**config.mk**
```make
export PLATFORM = sky130hd
export DESIGN_NAME = vslc_servo_bank
export DESIGN_NICKNAME = d
export VERILOG_FILES = /design/src/rtl/vslc_servo_pkg.sv /design/src/rtl/vslc_servo_chan.sv /design/src/rtl/vslc_servo_bank.sv
export SDC_FILE = /design/constraint.sdc
export NUM_CORES = 1
export LEC_CHECK = 0
export CAP_MARGIN = 10
export CORE_AREA = 5 5 77 114
export CTS_CLUSTER_SIZE = 10
export DETAILED_ROUTE_END_ITERATION = 10
export DIE_AREA = 0 0 82 119
export GPL_TIMING_DRIVEN = 0
export MAX_ROUTING_LAYER = met4
export PLACE_DENSITY_LB_ADDON = 0.05
export RECOVER_POWER = 50
export SLEW_MARGIN = 5
export SYNTH_ARGS = -nofsm -noshare
export SYNTH_HDL_FRONTEND = slang
export SYNTH_HIERARCHICAL = 1
export SYNTH_SLANG_ARGS = --single-unit
```
**constraint.sdc**
```tcl
create_clock -name clk -period 3.8 [get_ports clk]
set_input_delay 0.76 -clock clk [delete_from_list [all_inputs] [get_ports clk]]
set_output_delay 0.76 -clock clk [all_outputs]
set_load 0.01 [all_outputs]
```
**src/rtl/vslc_servo_pkg.sv**
```systemverilog
// Shared constants and helpers for the servo PWM bank.
package vslc_servo_pkg;

   localparam int VSLC_NCH_DEF = 4;
   localparam int VSLC_CW_DEF  = 8;

   // Channel address width; a single channel still gets a 1-bit address.
   function automatic int vslc_aw(input int nch);
      return (nch > 1) ? $clog2(nch) : 1;
   endfunction

endpackage

```
**src/rtl/vslc_servo_chan.sv**
```systemverilog
// One servo channel: shadow width, active width, latched enable and the
// registered PWM compare. Active state only moves on the frame boundary.
module vslc_servo_chan
   import vslc_servo_pkg::*;
#(
   parameter int CW = VSLC_CW_DEF
) (
   input  logic          clk,
   input  logic          rst_n,
   input  logic          boundary,
   input  logic          wr_sel,
   input  logic [CW-1:0] wr_data,
   input  logic          en_in,
   input  logic [CW-1:0] cnt_nxt,
   output logic          pwm
);

   logic [CW-1:0] shadow_q, shadow_d;
   logic [CW-1:0] act_q, act_d;
   logic          en_q, en_d;
   logic          pwm_q, pwm_d;

   // Next state: a boundary-cycle write goes straight through shadow_d into
   // the active copy, so it governs the frame starting next cycle. The
   // output is computed from next-cycle count/width so the registered pin
   // lines up with the count it describes.
   always_comb begin
      shadow_d = wr_sel ? wr_data : shadow_q;
      act_d    = boundary ? shadow_d : act_q;
      en_d     = boundary ? en_in : en_q;
      if (!rst_n) begin
         shadow_d = '0;
         act_d    = '0;
         en_d     = 1'b0;
      end
      pwm_d = en_d && (cnt_nxt < act_d);
   end

   // State registers
   always_ff @(posedge clk) begin
      shadow_q <= shadow_d;
      act_q    <= act_d;
      en_q     <= en_d;
      pwm_q    <= pwm_d;
   end

   assign pwm = pwm_q;

endmodule

```
**src/rtl/vslc_servo_bank.sv**
```systemverilog
// Bank of NCH servo PWM channels sharing one frame counter. Widths, enables
// and the period are double-buffered and take effect at frame boundaries.
module vslc_servo_bank
   import vslc_servo_pkg::*;
#(
   parameter int NCH = VSLC_NCH_DEF,
   parameter int CW  = VSLC_CW_DEF,
   parameter int AW  = vslc_aw(NCH)
) (
   input  logic           clk,
   input  logic           rst_n,
   input  logic [CW-1:0]  period,
   input  logic [NCH-1:0] ch_en,
   input  logic           wr_en,
   input  logic [AW-1:0]  wr_ch,
   input  logic [CW-1:0]  wr_data,
   output logic [NCH-1:0] servo_out,
   output logic           frame_start,
   output logic           upd_pending
);

   logic [CW-1:0]  cnt_q, cnt_d;
   logic [CW-1:0]  period_act_q, period_act_d;
   logic           frame_start_q, frame_start_d;
   logic           upd_pending_q, upd_pending_d;
   logic           boundary;
   logic [NCH-1:0] wr_sel;
   logic           wr_acc;

   // Write decode: one-hot select, out-of-range addresses select nothing.
   always_comb begin
      wr_sel = '0;
      for (int i = 0; i < NCH; i++)
         wr_sel[i] = wr_en && (int'(wr_ch) == i);
   end

   assign wr_acc = |wr_sel;

   // Counter, latched period and pending flag. cnt never exceeds
   // period_act (both only jump at the boundary), so the increment cannot
   // wrap. A boundary-cycle write is transferred at once, so the boundary
   // clears pending unconditionally.
   always_comb begin
      boundary      = (cnt_q == period_act_q);
      cnt_d         = cnt_q + 1'b1;
      period_act_d  = period_act_q;
      upd_pending_d = upd_pending_q;
      if (boundary) begin
         cnt_d         = '0;
         period_act_d  = period;
         upd_pending_d = 1'b0;
      end else if (wr_acc) begin
         upd_pending_d = 1'b1;
      end
      if (!rst_n) begin
         cnt_d         = '0;
         period_act_d  = period;
         upd_pending_d = 1'b0;
      end
      frame_start_d = (cnt_d == '0);
   end

   // Shared state registers
   always_ff @(posedge clk) begin
      cnt_q         <= cnt_d;
      period_act_q  <= period_act_d;
      frame_start_q <= frame_start_d;
      upd_pending_q <= upd_pending_d;
   end

   // The flag tracks cnt==0 and is therefore already set through reset,
   // giving a pulse on the first cycle after release; the gate keeps the
   // pin low while reset is still held.
   assign frame_start = frame_start_q & rst_n;
   assign upd_pending = upd_pending_q;

   for (genvar g = 0; g < NCH; g++) begin : g_ch
      vslc_servo_chan #(.CW(CW)) u_chan (
         .clk      (clk),
         .rst_n    (rst_n),
         .boundary (boundary),
         .wr_sel   (wr_sel[g]),
         .wr_data  (wr_data),
         .en_in    (ch_en[g]),
         .cnt_nxt  (cnt_d),
         .pwm      (servo_out[g])
      );
   end

endmodule

```
# Yosys cells after proc, flatten, opt, wreduce, memory -nomap -nowiden
# Cells that the tools add are included.
[word_totals] reg_bits=90 in_bits=25 output_inout_bits=6 word_cells=68
[classes] add_sub_neg=1 magnitude_cmp=4 eq_ne=5 muxes=24 bitwise=2 reduce_logical=12
[op_table] op="$mux W8" count=16
[op_table] op="$lt A8 B8 Y1" count=4
[op_table] op="$add A8 B1 Y8 const B" count=1
[op_table] op="$eq A8 B8 Y1" count=1
[op_table] op="$logic_and A1 B1 Y1" count=8
[op_table] op="$logic_not A8 Y1" count=1
[op_table] op="$mux W1" count=8
[op_table] op="$eq A2 B2 Y1 const B" count=2
[op_table] op="$reduce_or A4 Y1" count=1
[op_table] op="$eq A2 B1 Y1 const B" count=1
[op_table] op="$logic_not A2 Y1" count=1
[op_table] op="$ne A2 B1 Y1 const B" count=1
[op_table] op="$reduce_or A2 Y1" count=1
[op_table] op="$and A1 B1 Y1" count=1
[op_table] op="$not A1 Y1" count=1

# Logic depth before layout (Yosys ltp)
[depth] depth_word=7 depth_mapped=13 depth_no_buf=10

# By module
# The synthesis kept the hierarchy.
[by_module_without_submodules] module="vslc_servo_chan" instances=4 cells_each=84 area_per_inst_um2=814.5 seq_area_each_um2=360.3
[by_module_without_submodules] module="vslc_servo_bank" instances=1 cells_each=77 area_per_inst_um2=853.3 seq_area_each_um2=440.4

# Worst setup path after synthesis
# OpenSTA, ideal clock, no wires.
[synth_timing] path_type="reg-to-reg" startpoint="register period_act_q[2]" endpoint="register g_ch[0].u_chan.pwm_q" setup_time_ps=70 arrival_ps=2406 required_ps=3730 path_slack_ps=1324 stages_incl_launch_ff=13 path_buffers=2 synth_period_minus_slack_ps=2476 cell_sequence="edfxtp_1 xnor2_2 nand2_1 nor4_1 buf_2 buf_2 nand2_1 o211ai_1 ha_1 a21o_1 a21oi_1 o211ai_1 a21oi_1"
[synth_via] elab_chain_cells=5 elab_cells_between_ends=9 cone_classes="1 x order compare; 1 x eq/ne; 6 x mux; 1 x reduce/logical"
[synth_lines] item="start, declared" line="vslc_servo_bank.sv:23" rtl="logic [CW-1:0] period_act_q, period_act_d;"
[synth_lines] item="start signal, assigned" line="vslc_servo_bank.sv:66" rtl="period_act_q <= period_act_d;"
[synth_lines] item="$eq A8 B8 Y1 *" line="vslc_servo_bank.sv:44" rtl="boundary = (cnt_q == period_act_q);"
[synth_lines] item="named net boundary" line="vslc_servo_bank.sv:26" rtl="logic boundary;"
[synth_lines] item="$mux W8, on equally long branches" line="vslc_servo_bank.sv:48, vslc_servo_chan.sv:29"
[synth_lines] item="$mux W8, on equally long branches" line="vslc_servo_bank.sv:55, vslc_servo_chan.sv:31"
[synth_lines] item="$lt A8 B8 Y1" line="vslc_servo_chan.sv:36" rtl="pwm_d = en_d && (cnt_nxt < act_d);"
[synth_lines] item="$logic_and A1 B1 Y1 *" line="vslc_servo_chan.sv:36"
[synth_lines] item="named net g_ch[0].u_chan.pwm_d" line="vslc_servo_chan.sv:21" rtl="logic pwm_q, pwm_d;"
[synth_lines] item="end signal, assigned" line="vslc_servo_chan.sv:44" rtl="pwm_q <= pwm_d;"
[synth_lines] item="end, declared" line="vslc_servo_chan.sv:21"
# The timed path passes the listed nets; every way through them passes the cells marked *.
# A chain may end at the register's enable or synchronous reset.

# Worst setup path in the final report
[layout_timing] startpoint="register cnt_q[6]" endpoint="register g_ch[0].u_chan.pwm_q"
[layout_via] elab_chain_cells=5 elab_cells_between_ends=10 cone_classes="1 x add/sub; 1 x order compare; 1 x eq/ne; 6 x mux; 1 x reduce/logical"
[layout_lines] item="start, declared" line="vslc_servo_bank.sv:22" rtl="logic [CW-1:0] cnt_q, cnt_d;"
[layout_lines] item="start signal, assigned" line="vslc_servo_bank.sv:65" rtl="cnt_q <= cnt_d;"
[layout_lines] item="$eq A8 B8 Y1 *" line="vslc_servo_bank.sv:44"
[layout_lines] item="named net boundary" line="vslc_servo_bank.sv:26"
[layout_lines] item="$mux W8, on equally long branches" line="vslc_servo_bank.sv:48, vslc_servo_chan.sv:29"
[layout_lines] item="$mux W8, on equally long branches" line="vslc_servo_bank.sv:55, vslc_servo_chan.sv:31"
[layout_lines] item="$lt A8 B8 Y1" line="vslc_servo_chan.sv:36"
[layout_lines] item="$logic_and A1 B1 Y1 *" line="vslc_servo_chan.sv:36"
[layout_lines] item="named net g_ch[0].u_chan.pwm_d" line="vslc_servo_chan.sv:21"
# Marked as above.

==> run summary <==
post-route ant nets - 0
Hold Fails Final Rpt - 0
setup TNS - 0 ps
total track usage - 0.2058
critical path arrival - 3610 ps
pre-CTS WS - 426.6 ps
Final Skew - 4.240 ps
Antenna Cells - 0
Worst Tran Pin Value - 980.5 ps
starting density of the core - 0.5401
CP max FO - 10
GP Congestion - 0.8052
number of gates resized after CTS - 0
routed vias - 2923
DRC errors left - 0
vias in the first global route - 2976
dominant cells by area after synthesis - dfxtp_1, ha_1, mux2i_1
Crit. End Element - flip-flop
TritonCTS sink count - 90
initial drt markers - 113
final core utilization - 0.6354
hpwl dp - 6335 um
VDD IR-drop max - 0.0003087 V
CTS tree - built
clock period minus worst slack - 3349 ps
Final setup viols - 0
status - finished clean
area grow syn2layout - 17.65%
Netlist Area Pre-Place - 4111 sq um
total gr overflow - 0
CP required - 4060 ps
H-tree depth - 3
clock buffer depth - 2
P_leak - 2.043 nW
synthesized net count - 467
hold-fix buffers at CTS - 0
die height - 119 um
Final WS setup - 451.3 ps
initial antenna violation count - 0
die area - 9758 sq um
flip-flop and latch count after synthesis - 90
Synth cell types - 36
Pins Over Slew Limit - 0
Routed WL - 9043 um
largest net degree at the start of global routing - 35
dpl cells - 545
post-DR wirelength/cell - 16.12 um
non-filler instance count after layout - 561
Max Cap Viol - 0
fin crit share - 0.8812
core area - 7612 sq um
Rel. slew slack - 0.3403
register area share after synthesis - 0.4577
cell count after synthesis - 413
final layout net count - 508
critical path type - reg2reg
Die X-Extent - 82 um
crit start category - flip-flop
syn_area_per_cell - 9.955 sq um
RSZ-0062 raised after global routing - no
top cell type's share of synthesized area - 0.3993
TritonCTS buffer count - 9
clock latency on the worst-skew pair - 330 ps
PD cells - 445.7 nW/um^2
first-pass GRT wire length - 14520 um
YS warnings - 6
Post-CTS Setup Bufs - 0
HP Class - reg2reg
layout cells sized above 1 - 0.1068
fmax - 0.2986 GHz
drt first pass iters - 4
CTS clk-pin slew, worst paths - 60 ps
Port Buffers - 30
# IOs - 31
# rows - 39
vias per std cell - 5.210
Clock Root Buffer - clkbuf_16
cell taking the most area after synthesis - dfxtp_1
[power by group]
part           internal [mW]  switching, mW
logic                 0.0718         0.0815
registers              0.981         0.0100
clock network          0.658          0.354
total                   1.71          0.445
[Yosys cell counts]
| master | n |
|---|---|
| and3b_1 | 1 |
| ha_1 | 29 |
| xnor2_2 | 1 |
| xnor2_1 | 10 |
| clkbuf_1 | 4 |
| and2_1 | 1 |
| edfxtp_1 | 8 |
| or4_1 | 1 |
| and2_0 | 1 |
| xor2_1 | 3 |
| inv_1 | 29 |
| buf_6 | 6 |
| buf_4 | 1 |
| nand4_1 | 7 |
| nor2_1 | 11 |
| o41ai_2 | 1 |
| o311ai_2 | 1 |
| a21oi_1 | 21 |
| nor2b_1 | 38 |
| a21o_1 | 4 |
| nor3b_1 | 1 |
| and3_4 | 1 |
| buf_2 | 8 |
| o21ai_0 | 5 |
| and2_4 | 1 |
| mux2i_1 | 36 |
| a211oi_2 | 4 |
| nand2_1 | 39 |
| nand3_1 | 1 |
| o211ai_1 | 36 |
| nor4_1 | 1 |
| nor3_1 | 1 |
| inv_2 | 16 |
| a41o_1 | 1 |
| dfxtp_1 | 82 |
| and3_1 | 2 |
[layout by cell type, fill, tap and decap left out, drive strengths merged]
cell	n
nor3b	1
o211ai	36
a41o	1
mux2i	36
bufinv	3
xor2	3
and2	3
nand2	39
a21o	4
and3	3
nand3	1
or4	1
a21oi	21
clkdlybuf4s50	16
o41ai	1
nand4	7
ha	29
nor2	11
nor4	1
inv	45
clkinvlp	1
edfxtp	8
o311ai	1
dlygate4sd3	13
nor2b	38
xnor2	11
o21ai	5
buf	11
dfxtp	82
and3b	1
nor3	1
clkinv	1
clkbuf	20
a211oi	4
[sequential cells by signal, indices dropped and copies added (netlist names)]
signal and count:
period_act_q 8, upd_pending 1, g_ch.u_chan/en_q 4, g_ch.u_chan/act_q 32
cnt_q 8, g_ch.u_chan/shadow_q 32, frame_start_q 1, g_ch.u_chan/pwm 4
[worst paths after layout]
kind	depth (start not counted)	to	from	slack (ps)
worst min register to register	2	upd_pending$_SDFFE_PP0P_	upd_pending$_SDFFE_PP0P_	480
worst max register to register	12	g_ch[0].u_chan/pwm$_DFF_P_	cnt_q[6]$_DFF_P_	450
worst min-delay path	2	upd_pending$_SDFFE_PP0P_	upd_pending$_SDFFE_PP0P_	480
worst max-delay path	12	g_ch[0].u_chan/pwm$_DFF_P_	cnt_q[6]$_DFF_P_	450
[logic make-up after synthesis]
logic type	Yosys count	synth area share
AO/OA/AOI/OAI	73	0.1272
XOR/XNOR	14	0.03165
adder cells (fa/ha/maj)	29	0.08825
buffers and inverters	64	0.07273
flip-flops	90	0.4577
multiplexers	36	0.08765
AND/OR/NAND/NOR	107	0.1348
[stage by stage]
stage | power, mW | instance area [sq um] | hold slack, ps
after global placement | 1.170 | 4539 | 450.7
after detailed placement | 1.172 | 4534 | 463.3
final | 2.156 | 4837 | 482.2
after CTS | 2.185 | 4878 | 478.1
after floorplan | 1.105 | 4111 | 455.6
after global routing | 2.229 | 4837 | 532.4
[routing by layer]
layer	track usage	vias to the layer above	routed length (um)
met1	0.2478	1361	3914
li1	-	1490	-
met5	-	-	0
met3	0.03852	17	353
met4	0.09148	0	293
met2	0.3289	55	4483
[critical path, cell delays in order (launching register included)]
cell,delay [ps]
dfxtp_1,490
xnor2_1,150
nand2_1,100
nor4_1,810
buf_2,370
buf_2,270
nand2_1,80
o211ai_1,150
ha_1,300
a21o_1,190
a21oi_1,140
o211ai_1,100
a21oi_1,140
[final cells by class]
type | instances | area (sq um)
buffer | 19 | 96.34
clock buffer | 11 | 242.7
timing repair buffer | 30 | 295.3
sequential | 90 | 1882
inverter | 45 | 168.9
multi-input combinational | 259 | 1923
fill | 678 | 2775
clock inverter | 5 | 101.3
tap | 102 | 127.6
Power figures use the tool's default switching activity.
